`src/rtl/uart_pkg.sv`:
```
// Types and constants shared by the UART transmit path
// (arbiter, transmitter, receiver).
package uart_pkg;

  localparam int UART_DBIT = 8;

  typedef enum logic [1:0] {
    IDLE = 2'd0,
    HDR  = 2'd1,
    DATA = 2'd2
  } arb_state_e;

endpackage

```
`src/rtl/uart_tx_arbiter_rr_pick.sv`:
```
// Round-robin priority encoder: first valid index found
// searching upward from last+1, wrapping at NREQ.
module rr_pick #(
  parameter int NREQ = 4,
  parameter int IW   = $clog2(NREQ)
) (
  input  logic [NREQ-1:0] valid,
  input  logic [IW-1:0]   last,
  output logic [IW-1:0]   idx,
  output logic            any
);

  int d;
  int best;

  // d is the rotated distance from last+1; smallest valid d wins
  always_comb begin
    idx  = '0;
    any  = 1'b0;
    best = NREQ;
    d    = 0;
    for (int i = 0; i < NREQ; i++) begin
      d = i - int'(last) - 1;
      if (d < 0) d = d + NREQ;
      if (valid[i] && d < best) begin
        best = d;
        idx  = IW'(i);
        any  = 1'b1;
      end
    end
  end

endmodule

```
`src/rtl/uart_tx_arbiter.sv`:
```
// Packet-level round-robin arbiter sharing one UART TX FIFO
// between NREQ byte-stream requesters.
module uart_tx_arbiter
  import uart_pkg::*;
#(
  parameter int              NREQ     = 4,
  parameter int              DBIT     = uart_pkg::UART_DBIT,
  parameter int              HDR_EN   = 1,
  parameter logic [DBIT-1:0] HDR_BASE = 'hA0,
  parameter int              MAX_LEN  = 16,
  localparam int             IW       = $clog2(NREQ)
) (
  input  logic                 clk,
  input  logic                 reset_n,
  input  logic [NREQ-1:0]      req_valid,
  input  logic [NREQ*DBIT-1:0] req_data,
  input  logic [NREQ-1:0]      req_last,
  output logic [NREQ-1:0]      req_ready,
  output logic [DBIT-1:0]      w_data,
  output logic                 wr_uart,
  input  logic                 tx_full,
  output logic [IW-1:0]        grant_id,
  output logic                 busy,
  output logic                 pkt_trunc
);

  arb_state_e    state_q;
  logic [IW-1:0] last_q;
  logic [IW-1:0] grant_q;
  logic [7:0]    cnt_q;
  logic          trunc_q;

  logic [IW-1:0]   pick_idx;
  logic            pick_any;
  logic [DBIT-1:0] data_a [NREQ];
  logic            g_valid;
  logic            g_last;
  logic            at_max;
  logic            xfer;

  rr_pick #(
    .NREQ (NREQ)
  ) u_pick (
    .valid (req_valid),
    .last  (last_q),
    .idx   (pick_idx),
    .any   (pick_any)
  );

  for (genvar g = 0; g < NREQ; g++) begin : g_unpack
    assign data_a[g] = req_data[g*DBIT +: DBIT];
  end

  assign g_valid = req_valid[grant_q];
  assign g_last  = req_last[grant_q];
  assign at_max  = (cnt_q == 8'(MAX_LEN - 1));
  assign xfer    = (state_q == DATA) & g_valid & ~tx_full;

  assign grant_id  = grant_q;
  assign busy      = (state_q != IDLE);
  assign pkt_trunc = trunc_q;

  // Write path is combinational so a full FIFO blocks in the same cycle
  always_comb begin
    req_ready = '0;
    wr_uart   = 1'b0;
    w_data    = '0;
    unique case (state_q)
      HDR: begin
        wr_uart = ~tx_full;
        w_data  = HDR_BASE + DBIT'(grant_q);
      end
      DATA: begin
        req_ready[grant_q] = ~tx_full;
        wr_uart            = g_valid & ~tx_full;
        w_data             = data_a[grant_q];
      end
      default: ;
    endcase
  end

  always_ff @(posedge clk) begin
    if (!reset_n) begin
      state_q <= IDLE;
      last_q  <= IW'(NREQ - 1);
      grant_q <= '0;
      cnt_q   <= '0;
      trunc_q <= 1'b0;
    end else begin
      trunc_q <= 1'b0;
      unique case (state_q)
        IDLE: begin
          if (pick_any) begin
            grant_q <= pick_idx;
            cnt_q   <= '0;
            state_q <= (HDR_EN != 0) ? HDR : DATA;
          end
        end
        HDR: begin
          if (!tx_full) state_q <= DATA;
        end
        DATA: begin
          if (xfer) begin
            cnt_q <= cnt_q + 8'd1;
            // remaining bytes of a cut packet re-arbitrate later
            if (g_last || at_max) begin
              last_q  <= grant_q;
              state_q <= IDLE;
              trunc_q <= at_max & ~g_last;
            end
          end
        end
        default: state_q <= IDLE;
      endcase
    end
  end

endmodule

```
`config.mk`:
```
export PLATFORM = sky130hd
export DESIGN_NAME = uart_tx_arbiter
export DESIGN_NICKNAME = d
export VERILOG_FILES = /design/src/rtl/uart_pkg.sv /design/src/rtl/uart_tx_arbiter_rr_pick.sv /design/src/rtl/uart_tx_arbiter.sv
export SDC_FILE = /design/constraint.sdc
export NUM_CORES = 1
export LEC_CHECK = 0
export ABC_AREA = 1
export ABC_CLOCK_PERIOD_IN_PS = 11600
export CAP_MARGIN = 20
export CELL_PAD_IN_SITES_DETAIL_PLACEMENT = 1
export CELL_PAD_IN_SITES_GLOBAL_PLACEMENT = 1
export CORE_MARGIN = 8
export CORE_UTILIZATION = 33
export DETAILED_ROUTE_END_ITERATION = 10
export PLACE_DENSITY_LB_ADDON = 0.1
export SLEW_MARGIN = 25
export SYNTH_ARGS = -nofsm -noshare
export SYNTH_HDL_FRONTEND = slang
export SYNTH_SLANG_ARGS = --single-unit
```
`constraint.sdc`:
```
create_clock -name clk -period 11.6 [get_ports clk]
set_input_delay 2.32 -clock clk [delete_from_list [all_inputs] [get_ports clk]]
set_output_delay 2.32 -clock clk [all_outputs]
set_load 0.02 [all_outputs]
```
==> qor.txt <==
Setup crit end kind: flip-flop
DRT Pass-1 Iters: 4
Initial Util: 33.62%
number of global-route vias before repair: 3746
worst min-delay path category: flip-flop to flip-flop
most used flip-flop cell after synthesis: dfxtp_1
largest net degree at the start of global routing: 17
r2r setup slk: 5100 ps
layout cells sized above 1: 3.602%
Vert. Die Dim: 118.1 µm
startpoint types: primary input
drt wl/cell: 14.39 µm
first-pass GRT wire length: 18.11 mm
Ant. Diodes: 0
PnR worst setup slack: 3591 ps
I/O pin count: 60
CP Max Fanout: 15
count of pins over their slew limit: 0
Cells after Synth: 493
fmax: 0.1249 GHz
max cap viols: 0
Final Cell Area: 4310 µm²
crit-path most repeated cell: nand2_1
status: finished clean
Die ar.: 13950 µm²
CTS-repair resized insts: 0
commonest cells after routing, fill and taps aside: 100 x nand2_1, 100 x ha_1, 60 x inv_1
Fin Setup TNS: 0 ps
relative slew slack: 49.18%
RSZ-0062 raised after global routing: false
post-synthesis sequential area ratio: 8.730%
Reg2Reg Launch Point: last_q[0]
P&R area growth vs syn: 25.32%
crit path to: cnt_q[1]
Total GRT Usage: 15.11%
clk_skew: 1.908 ps
Peak VDD IR: 0.05682 mV
fin nets: 729
post-CTS setup buffers: 0
minimum clock period: 8009 ps
DR iter-0 viols: 176
asr flop ratio synth: 0%
clock sinks: 15
Max Root-Sink Buffers: 2
Leak: 2.172 nW
count of buffers from port buffering: 59
Worst Setup SP: req_valid[0]
row cnt: 37
initial antenna violation count: 0
H-tree Lvls: 1
Power Total: 0.0006182 W
Slew @ Worst Pin: 759.5 ps
final setup vio count: 0
synth warn: 0
Tcrit/Tclk final: 69.04%
Clock Latency Late Sink: 250 ps
Die W: 118.1 µm
HPWL after detailed placement: 8.906 mm
CTS tree: yes
Arrival @ worst endpoint: 8150 ps
Setup CP Type: primary input to flip-flop
Vias: 3529
Syn Area/Cell: 6.977 µm²
Synth cell types: 41
pre-CTS WS: 3320 ps
via/cell ratio: 4.908
Placer Congestion: 0.7951
core region area: 10230 µm²
Worst EP required: 11740 ps
CTS Buf Count: 3
fin util: 42.13%
#FFs+latches synth: 15
hold buffer count at cts: 0
final hold viol count: 0
drt total wl: 10.34 mm
post-route ant nets: 0
Post-synth EDFFs: 0
DP Area: 4265 µm²
Worst path max stage delay: 660 ps
Clk Tree Root Cell: clkbuf_8
grt ovf: 0
DRC violations left: 0
Cell Pwr Density: 143.4 nW/µm²
Worst-path clk slew: 60 ps
Netlist Area Pre-Place: 3440 µm²
R2R cell count: 39
r2r endpoint: cnt_q[1]
slowest CP cell: clkdlybuf4s50_1
==> critical path, delay by kind of cell <==
family          cells  cell delay, ps
compound gates      4             580
fa+ha+maj           3             920
buf+inv             6            1310
simple gates       30            3000
==> area by class of cell <==
type                    count  area (µm²)
clock buffers               4       45.04
fillers                  1345        5921
inverters                  67       251.5
multi-input cells         438        2953
flip-flops and latches     15       300.3
well taps                 136       170.2
repair buffers             59       590.6
==> per-layer routing <==
metal	part of all wire, %	up-vias	track usage [%]
li1	-	1836	-
met1	46	1666	18.97
met2	51	23	27.92
met3	1.7	4	1.055
met4	0.46	0	2.002
met5	0	-	0
==> power by group <==
part           switching, W  internal, W
clock             0.0000188    0.0000243
combinational      0.000311     0.000190
sequential        0.0000122    0.0000622
total              0.000342     0.000276
==> how the worst min path moves through the flow <==
| stage | startpoint | to | slack, ps | cells after the start |
|---|---|---|---|---|
| after floorplan | cnt_q[3] | cnt_q[3] | 450 | 2 |
| after global placement | cnt_q[3] | cnt_q[3] | 480 | 2 |
| after detailed placement | cnt_q[3] | cnt_q[3] | 490 | 2 |
| after CTS | cnt_q[3] | cnt_q[3] | 490 | 2 |
| after global routing | cnt_q[7] | cnt_q[7] | 520 | 2 |
| final | cnt_q[3] | cnt_q[3] | 500 | 2 |
==> logic make-up (layout without fill, tap and decap cells) <==
family	Yosys count	in the layout	share of synthesized area, %
other	2	35	0.2183
and+or+nand+nor	195	195	25.14
xor gates and xnor gates	5	5	1.273
buffers and inverters	73	130	9.022
AOI/OAI and AO/OA	101	101	18.08
DFF	15	15	8.731
adders and majority gates	102	102	37.54
==> cells in the mapped netlist (6+ instances only) <==
master   instances  area share [%]
nor4_1           6             1.1
ha_1           100              36
a21oi_1         38             5.5
nor2_1          39             4.3
nand2_1        100              11
nor3_1           6            0.87
nand4_1         12             2.2
inv_1           60             6.5
o21ai_0         16             2.3
nand3_1         19             2.8
dfxtp_1         15             8.7
nand2_2          6             1.1
a31oi_1          9             1.6
a22oi_1          8             1.7
==> registers in the layout, indices dropped and copies added (netlist names) <==
name and flops:
cnt_q 8, pkt_trunc 1, state_q 2, grant_id 2, last_q 2
==> through the flow <==
step,std cells,hold slack (ps)
after CTS,719,494.4
final,719,495.4
after floorplan,526,454.3
after global placement,715,478.0
after detailed placement,715,486.6
after global routing,719,524.5
Power figures use the tool's default switching activity.
